File: src/rtl/pi_loop_filter.sv
// Proportional-integral loop filter between the Costas phase detector and the NCO.
// Two-stage pipeline: integrator/proportional registers, then saturated output sum.
module pi_loop_filter #(
   parameter int ERR_W    = 32,
   parameter int OUT_W    = 32,
   parameter int KP_SHIFT = 2,
   parameter int KI_SHIFT = 18,
   parameter int LOCK_THR = 1024,
   parameter int LOCK_CNT = 16
) (
   input  logic             clk,
   input  logic             rst,
   input  logic             valid_in,
   input  logic [ERR_W-1:0] phase_error,
   input  logic [OUT_W-1:0] initial_freq,
   input  logic             hold,
   input  logic             clear,
   output logic [OUT_W-1:0] freq_ctrl,
   output logic             freq_valid,
   output logic             sat_flag,
   output logic             locked
);

   localparam int SUM_W = ((ERR_W > OUT_W) ? ERR_W : OUT_W) + 1;
   localparam int CNT_W = $clog2(LOCK_CNT + 1);

   localparam logic signed [SUM_W-1:0] OUT_MAX =
      {{(SUM_W-OUT_W+1){1'b0}}, {(OUT_W-1){1'b1}}};
   localparam logic signed [SUM_W-1:0] OUT_MIN =
      {{(SUM_W-OUT_W+1){1'b1}}, {(OUT_W-1){1'b0}}};
   localparam logic [ERR_W:0]     THR     = (ERR_W+1)'(LOCK_THR);
   localparam logic [CNT_W-1:0]   CNT_MAX = CNT_W'(LOCK_CNT);

   logic [OUT_W-1:0] integ;
   logic [ERR_W-1:0] prop_r;
   logic             int_sat_r;
   logic             s1_valid;
   logic [CNT_W-1:0] cnt;

   logic [ERR_W-1:0]        prop_next, inc;
   logic signed [SUM_W-1:0] int_sum, out_sum;
   logic [OUT_W-1:0]        int_next, out_next;
   logic                    int_clamped, out_clamped;
   logic [ERR_W:0]          err_ext, err_mag;
   logic                    in_thr;
   logic [CNT_W-1:0]        cnt_next;

   assign prop_next = $signed(phase_error) >>> KP_SHIFT;
   assign inc       = $signed(phase_error) >>> KI_SHIFT;

   // Sums are formed one bit wider than either operand so overflow is visible before clamping.
   assign int_sum = $signed({{(SUM_W-OUT_W){integ[OUT_W-1]}}, integ})
                  + $signed({{(SUM_W-ERR_W){inc[ERR_W-1]}}, inc});
   assign out_sum = $signed({{(SUM_W-OUT_W){integ[OUT_W-1]}}, integ})
                  + $signed({{(SUM_W-ERR_W){prop_r[ERR_W-1]}}, prop_r});

   always_comb begin
      int_next    = int_sum[OUT_W-1:0];
      int_clamped = 1'b0;
      out_next    = out_sum[OUT_W-1:0];
      out_clamped = 1'b0;
      if (int_sum > OUT_MAX) begin
         int_next    = OUT_MAX[OUT_W-1:0];
         int_clamped = 1'b1;
      end else if (int_sum < OUT_MIN) begin
         int_next    = OUT_MIN[OUT_W-1:0];
         int_clamped = 1'b1;
      end
      if (out_sum > OUT_MAX) begin
         out_next    = OUT_MAX[OUT_W-1:0];
         out_clamped = 1'b1;
      end else if (out_sum < OUT_MIN) begin
         out_next    = OUT_MIN[OUT_W-1:0];
         out_clamped = 1'b1;
      end
   end

   // Magnitude uses one extra bit so the most-negative error maps to 2^(ERR_W-1), never "in".
   assign err_ext = {phase_error[ERR_W-1], phase_error};
   assign err_mag = err_ext[ERR_W] ? (~err_ext + 1'b1) : err_ext;
   assign in_thr  = (err_mag < THR);

   always_comb begin
      cnt_next = '0;
      if (in_thr) cnt_next = (cnt == CNT_MAX) ? cnt : cnt + 1'b1;
   end

   // NOTE: all state updates use non-blocking assignments so every register samples pre-edge values.
   always_ff @(posedge clk) begin
      if (!rst) begin
         integ      <= initial_freq;
         prop_r     <= '0;
         int_sat_r  <= 1'b0;
         s1_valid   <= 1'b0;
         cnt        <= '0;
         locked     <= 1'b0;
         freq_ctrl  <= '0;
         freq_valid <= 1'b0;
         sat_flag   <= 1'b0;
      end else if (clear) begin
         integ      <= initial_freq;
         prop_r     <= '0;
         int_sat_r  <= 1'b0;
         s1_valid   <= 1'b0;
         cnt        <= '0;
         locked     <= 1'b0;
         freq_valid <= 1'b0;
         sat_flag   <= 1'b0;
      end else begin
         s1_valid <= valid_in;
         if (valid_in) begin
            prop_r <= prop_next;
            if (!hold) begin
               integ     <= int_next;
               int_sat_r <= int_clamped;
            end else begin
               int_sat_r <= 1'b0;
            end
            cnt    <= cnt_next;
            locked <= (cnt_next == CNT_MAX);
         end
         freq_valid <= s1_valid;
         if (s1_valid) begin
            freq_ctrl <= out_next;
            sat_flag  <= int_sat_r | out_clamped;
         end else begin
            sat_flag  <= 1'b0;
         end
      end
   end

endmodule

File: config.mk
export PLATFORM = sky130hd
export DESIGN_NAME = pi_loop_filter
export DESIGN_NICKNAME = d
export VERILOG_FILES = /design/src/rtl/pi_loop_filter.sv
export SDC_FILE = /design/constraint.sdc
export NUM_CORES = 1
export LEC_CHECK = 0
export CAP_MARGIN = 20
export CORE_ASPECT_RATIO = 1.1
export CORE_MARGIN = 1.5
export CORE_UTILIZATION = 51
export CTS_BUF_LIST = sky130_fd_sc_hd__clkbuf_16
export CTS_CLUSTER_DIAMETER = 30
export CTS_CLUSTER_SIZE = 14
export DETAILED_ROUTE_END_ITERATION = 16
export PLACE_DENSITY = 0.82
export SYNTH_ARGS = -nofsm -noshare
export SYNTH_HDL_FRONTEND = slang
export SYNTH_SLANG_ARGS = --single-unit
File: constraint.sdc
create_clock -name clk -period 3.5 [get_ports clk]
set_input_delay 0.7 -clock clk [delete_from_list [all_inputs] [get_ports clk]]
set_output_delay 0.7 -clock clk [all_outputs]
set_load 0.005 [all_outputs]
# Word level (Yosys, flattened, before mapping)
# Cells that the tools add are included.
# word_totals
in_bits	69
n_memories	0
ff_bits	104
latchBits	0
mem_bits_ro	0
ramBits	0
out_inout_bits	35
elab_cells	47
# classes
n_div	0
n_shift	0
order_cmp	5
eq_ne	4
mul	0
reduce_logical	4
n_bitwise	5
n_mux	16
n_addsub	4
# ops
op	n
$mux W32	8
$gt A33 B32 Y1 const B	2
$lt A33 B32 Y1 const B	2
$add A32 B14 Y33	1
$add A32 B30 Y33	1
$add A33 B1 Y33 const B	1
$lt A33 B11 Y1 const B	1
$mux W33	1
$not A33 Y33	1
$eq A5 B5 Y1 const B	2
$mux W5	2
$add A5 B1 Y5 const B	1
$mux W1	5
$reduce_and A2 Y1	2
$ne A3 B1 Y1 const B	1
$ne A3 B2 Y1 const B	1
$not A1 Y1	3
$reduce_or A3 Y1	1
$reduce_or A2 Y1	1
$or A1 B1 Y1	1

# Logic depth before layout (Yosys ltp)
# depth
word_depth	8
depth_mapped	14
depth_no_buf	13

# Least setup slack after synthesis
# No wires, ideal clock.
# synth_timing
kind	input port to flip-flop
from	in valid_in
to	reg integ[0], enable pin
slack_ns	-0.200
n_path_buf	1
setup_time_ns	0.466
t_required_ns	3.034
arrival_ns	3.234
cell_stages	3
path_cell_list	buf_2 > inv_1 > o21ai_0
# synth_via
elab_chain_cells	2
# synth_rtl
item	line	text
start, declared	13	input logic valid_in,
$ne A3 B1 Y1 (no source line)	n/a	
$reduce_and A2 Y1 (no source line)	n/a	
end signal, assigned	91	integ <= initial_freq;
end signal, assigned	101	integ <= initial_freq;
end signal, assigned	114	integ <= int_next;
end, declared	34	logic [OUT_W-1:0] integ;
# No other way between the ends.
# A chain may end at the register's enable or synchronous reset.

# Worst setup path in the final report
# layout_timing
from	in phase_error[24]
to	reg integ[0], data pin
# layout_via
elab_chain_cells	8
elab_cells_between_ends	9
classes_between	1 x add/sub; 2 x order compare; 6 x mux
# layout_rtl
item	line	text
start, declared	14	input logic [ERR_W-1:0] phase_error,
$add A32 B14 Y33 *	53	+ $signed({{(SUM_W-ERR_W){inc[ERR_W-1]}}, inc});
$lt A33 B32 Y1	65	end else if (int_sum < OUT_MIN) begin
$mux W32	65	
$mux W32 *	62	if (int_sum > OUT_MAX) begin
$mux W32 *	113	if (!hold) begin
$mux W32 *	111	if (valid_in) begin
$mux W32 *	100	end else if (clear) begin
$mux W32 *	90	if (!rst) begin
# Every way passes the cells marked *; elsewhere a longest branch is shown, timed or not. The select of a mux whose other input is x is not followed.

==> summary.txt <==
STA
  – Min cycle time layout: 3.534 ns
  – Max-slew violations: 0
  – Clock skew: 0.009846 ns
  – Final Setup Violations: 30
  – Worst hold margin: 0.5003 ns
  – Worst relative slew slack: 0.6266
  – Setup TNS Final: -0.4639 ns
  – Final hold vios: 0
  – Tcrit/Tclk final: 1.010
  – RSZ-0062 raised after global routing: true
  – Slew @ Worst Pin: 0.5600 ns
  – Setup slack after layout: -0.03387 ns
  – FMAX: 283.0 MHz

Placement
  – Placed cell area: 10370 µm²
  – Hpwl dp: 18.38 mm
  – Global placement routability congestion: 0.9012
  – # port buffers: 103
  – DP Cell Count: 1412

Finish
  – Share of cells above drive strength 1: 0.2167
  – Layout Nets: 1378
  – Layout Cells excl Fill: 1446
  – Diode count: 0
  – Area Overhead vs Synth: 38.50%
  – Layout fillers: 1151
  – Post-route cell area: 11300 µm²

Pwr
  – Clk network pwr share: 0.223
  – Logic pwr share: 0.460
  – Max VDD drop: 0.2316 mV
  – Psw: 1.680 mW
  – Pwr per Cell Area: 400.0 nW/µm²
  – Leak Pwr: 4.909 nW
  – Sw Share: 0.3719
  – Flop pwr share: 0.317
  – Cell-internal power: 2.838 mW
  – Power consumption: 4.518 mW

Critical path
  – Crit path kind: primary input to register
  – CP Max Fanout: 8
  – R2R cell count: 10
  – Critical Path End Type: register
  – Worst path arrival time: 3.66 ns
  – Critical Path Start Type: primary input
  – Req. time, crit path: 3.62 ns

CTS
  – Clock transition at path regs: 0.08 ns
  – Hold_buf cts: 0
  – CTS sink cnt: 104
  – CTS tree: yes
  – Largest buffer count on any clock path: 2
  – TritonCTS Buffers: 9
  – CTS HTree Levels: 3
  – Clk root buf: clkbuf_16
  – Clk Latency, worst-skew pair: 0.36 ns

Synth
  – Main flop type after synthesis: dfxtp_1
  – Share of the synthesized area in the top cell type: 0.1767
  – Syn Nets: 1157
  – Top cells by area, synth: dfxtp_1 (18%), edfxtp_1 (12%), ha_1 (10%), a21oi_1 (9.2%), nor2_1 (5.0%)
  – Post-synthesis sequential area ratio: 0.2945
  – Post-synthesis register bit count: 104
  – Post-synth ARST share: 0
  – Syn. warnings: 0
  – Post-synth EDFFs: 32
  – Leading area contributor after synthesis: dfxtp_1
  – Count of cell types in the netlist: 76
  – Post-Syn Instances: 1020
  – Synth Cell Area: 8157 µm²
  – Synthesized area per cell: 7.997 µm²

Floorplanning
  – Starting Density: 0.5204
  – Ports: 104
  – Core area: 15680 µm²
  – Die Area: 16760 µm²
  – Rows: 48
  – Die width: 123.6 µm
  – Die Y: 135.6 µm

Route
  – # DRC: 0
  – Initial DRC count: 900
  – Antenna Violating Nets Remaining: 0
  – Pre-Repair DR Iteration Count: 5
  – Wirelength, routed: 26.73 mm
  – Post-DR vias/cell: 6.183
  – Drt wl/cell: 18.48 µm
  – Via count: 8941

Global route
  – Met2 usage in global routing: 0.5074
  – Grt ovf: 0
  – First-pass GRT wire length: 40.63 mm
  – GRT Util Overall: 0.3065
  – Vias in the first global route: 8334
  – Grt met1 use: 0.3986
  – Largest net degree at the start of global routing: 42
  – GRT met3 Usage: 0.03493
  – Antenna violations before repair: 0
  – Layer with the highest usage: met2

Job
  – MaxCap Viol Count: 0

Outcome
  – Outcome: finished, violations left
  – Failing checks: setup timing

Hold path
  – Cells on Worst Hold Path: 2
  – Worst hold path type: register to register
[power groups by stage]
stage | clock network [mW] | logic (mW) | registers, mW
after floorplan | 0 | 1.11 | 1.40
after global placement | 0 | 1.74 | 1.44
after detailed placement | 0 | 1.78 | 1.45
after CTS | 0.986 | 1.93 | 1.42
after global routing | 1.04 | 2.24 | 1.44
final | 1.01 | 2.08 | 1.43
[metal layers]
| layer | vias up | share of wire |
|---|---|---|
| li1 | 4215 | - |
| met1 | 4215 | 0.42 |
| met2 | 431 | 0.48 |
| met3 | 80 | 0.069 |
| met4 | 0 | 0.034 |
| met5 | - | 0 |
[synth_stat cells, types with 4 or more instances]
| cell | n |
|---|---|
| a21oi_1 | 150 |
| nor2_1 | 109 |
| o21ai_0 | 78 |
| dfxtp_1 | 72 |
| nand2_1 | 69 |
| ha_1 | 66 |
| clkbuf_1 | 42 |
| xnor2_1 | 39 |
| edfxtp_1 | 32 |
| mux2i_1 | 32 |
| a21o_1 | 31 |
| inv_1 | 27 |
| nand3_1 | 23 |
| nand2b_1 | 21 |
| o21ai_1 | 17 |
| o21a_1 | 14 |
| a31oi_1 | 12 |
| o211ai_1 | 10 |
| and2_1 | 9 |
| xor2_1 | 9 |
| nor3_1 | 8 |
| nor4_1 | 8 |
| o31ai_1 | 8 |
| a211o_1 | 7 |
| buf_1 | 7 |
| o21bai_1 | 7 |
| a211oi_1 | 6 |
| nand4_1 | 6 |
| nor2b_1 | 6 |
| and3_1 | 5 |
| maj3_1 | 5 |
| o2111ai_1 | 5 |
| or3_1 | 5 |
| or4_1 | 5 |
| buf_2 | 4 |
[cells in the final DEF (no fill, tap or decap), types with 39 or more instances in the layout]
| cell type | netlist | routed |
|---|---|---|
| xnor2_1 | 39 | 39 |
| clkdlybuf4s50_1 | 0 | 83 |
| ha_1 | 66 | 57 |
| nor2_1 | 109 | 108 |
| buf_4 | 0 | 148 |
| dfxtp_1 | 72 | 72 |
| o21ai_0 | 78 | 72 |
| a21oi_1 | 150 | 127 |
| nand2_1 | 69 | 68 |
[state kept, by name, indices dropped and copies added, names as in the netlist]
name,flops
freq_ctrl,32
integ,32
prop_r,30
cnt,5
freq_valid,1
int_sat_r,1
locked,1
s1_valid,1
sat_flag,1
[logic make-up (layout without fill, tap and decap cells)]
group                      count (synthesis)  in the layout  share of synthesized area
AOI/OAI and AO/OA                        389            389                     0.2913
and+or+nand+nor                          292            292                     0.1718
DFF                                      104            104                     0.2945
buffers and inverters                     81            307                    0.03789
adders and majority gates                 73             73                     0.1123
xor gates and xnor gates                  48             48                    0.05154
muxes                                     33             33                    0.04065
[metrics by stage]
stage / setup slack (ns) / utilization
global placement: -0.5173 / 0.6613
finish: -0.03387 / 0.7207
floorplan: -0.05131 / -
CTS: 0.005463 / 0.7016
detailed placement: -0.6511 / 0.6613
global route: -0.1222 / 0.7207
[worst paths after layout]
check                        to       startpoint  slack, ns
setup reg to reg  freq_ctrl[18]        integ[13]       0.03
setup / recovery       integ[0]  phase_error[24]      -0.03
hold reg to reg          locked           locked       0.50
hold / removal           locked           locked       0.50
[layout make-up]
class                   count  area (µm²)  share of cell area
clock inverters             6       27.53            0.002437
multi-input cells         835        5888              0.5212
inverters                  28       105.1            0.009303
clock buffers              10       250.2             0.02215
repair buffers            263        2374              0.2101
flip-flops and latches    104        2402              0.2126
well taps                 200       250.2             0.02215
[worst max-delay path, cell delays in order]
cell             delay [ns]
clkdlybuf4s50_1        0.47
ha_2                   0.36
o21a_1                 0.16
o21ai_4                0.08
nor3_4                 0.29
nand3_2                0.16
a21oi_2                0.23
o31ai_4                0.11
a21oi_2                0.26
buf_6                  0.17
o31ai_4                0.08
a31oi_4                0.18
buf_12                 0.17
buf_12                 0.15
a21oi_2                0.07
[what timing repair did]
item                                    4_1_cts  5_1_grt
setup buffers                                 8        7
endpoints found under the setup margin       46       64
pin swaps                                    20       35
cloned                                        3        1
gates resized for setup                      65       66
No activity file was read; power rests on OpenSTA's default activity.
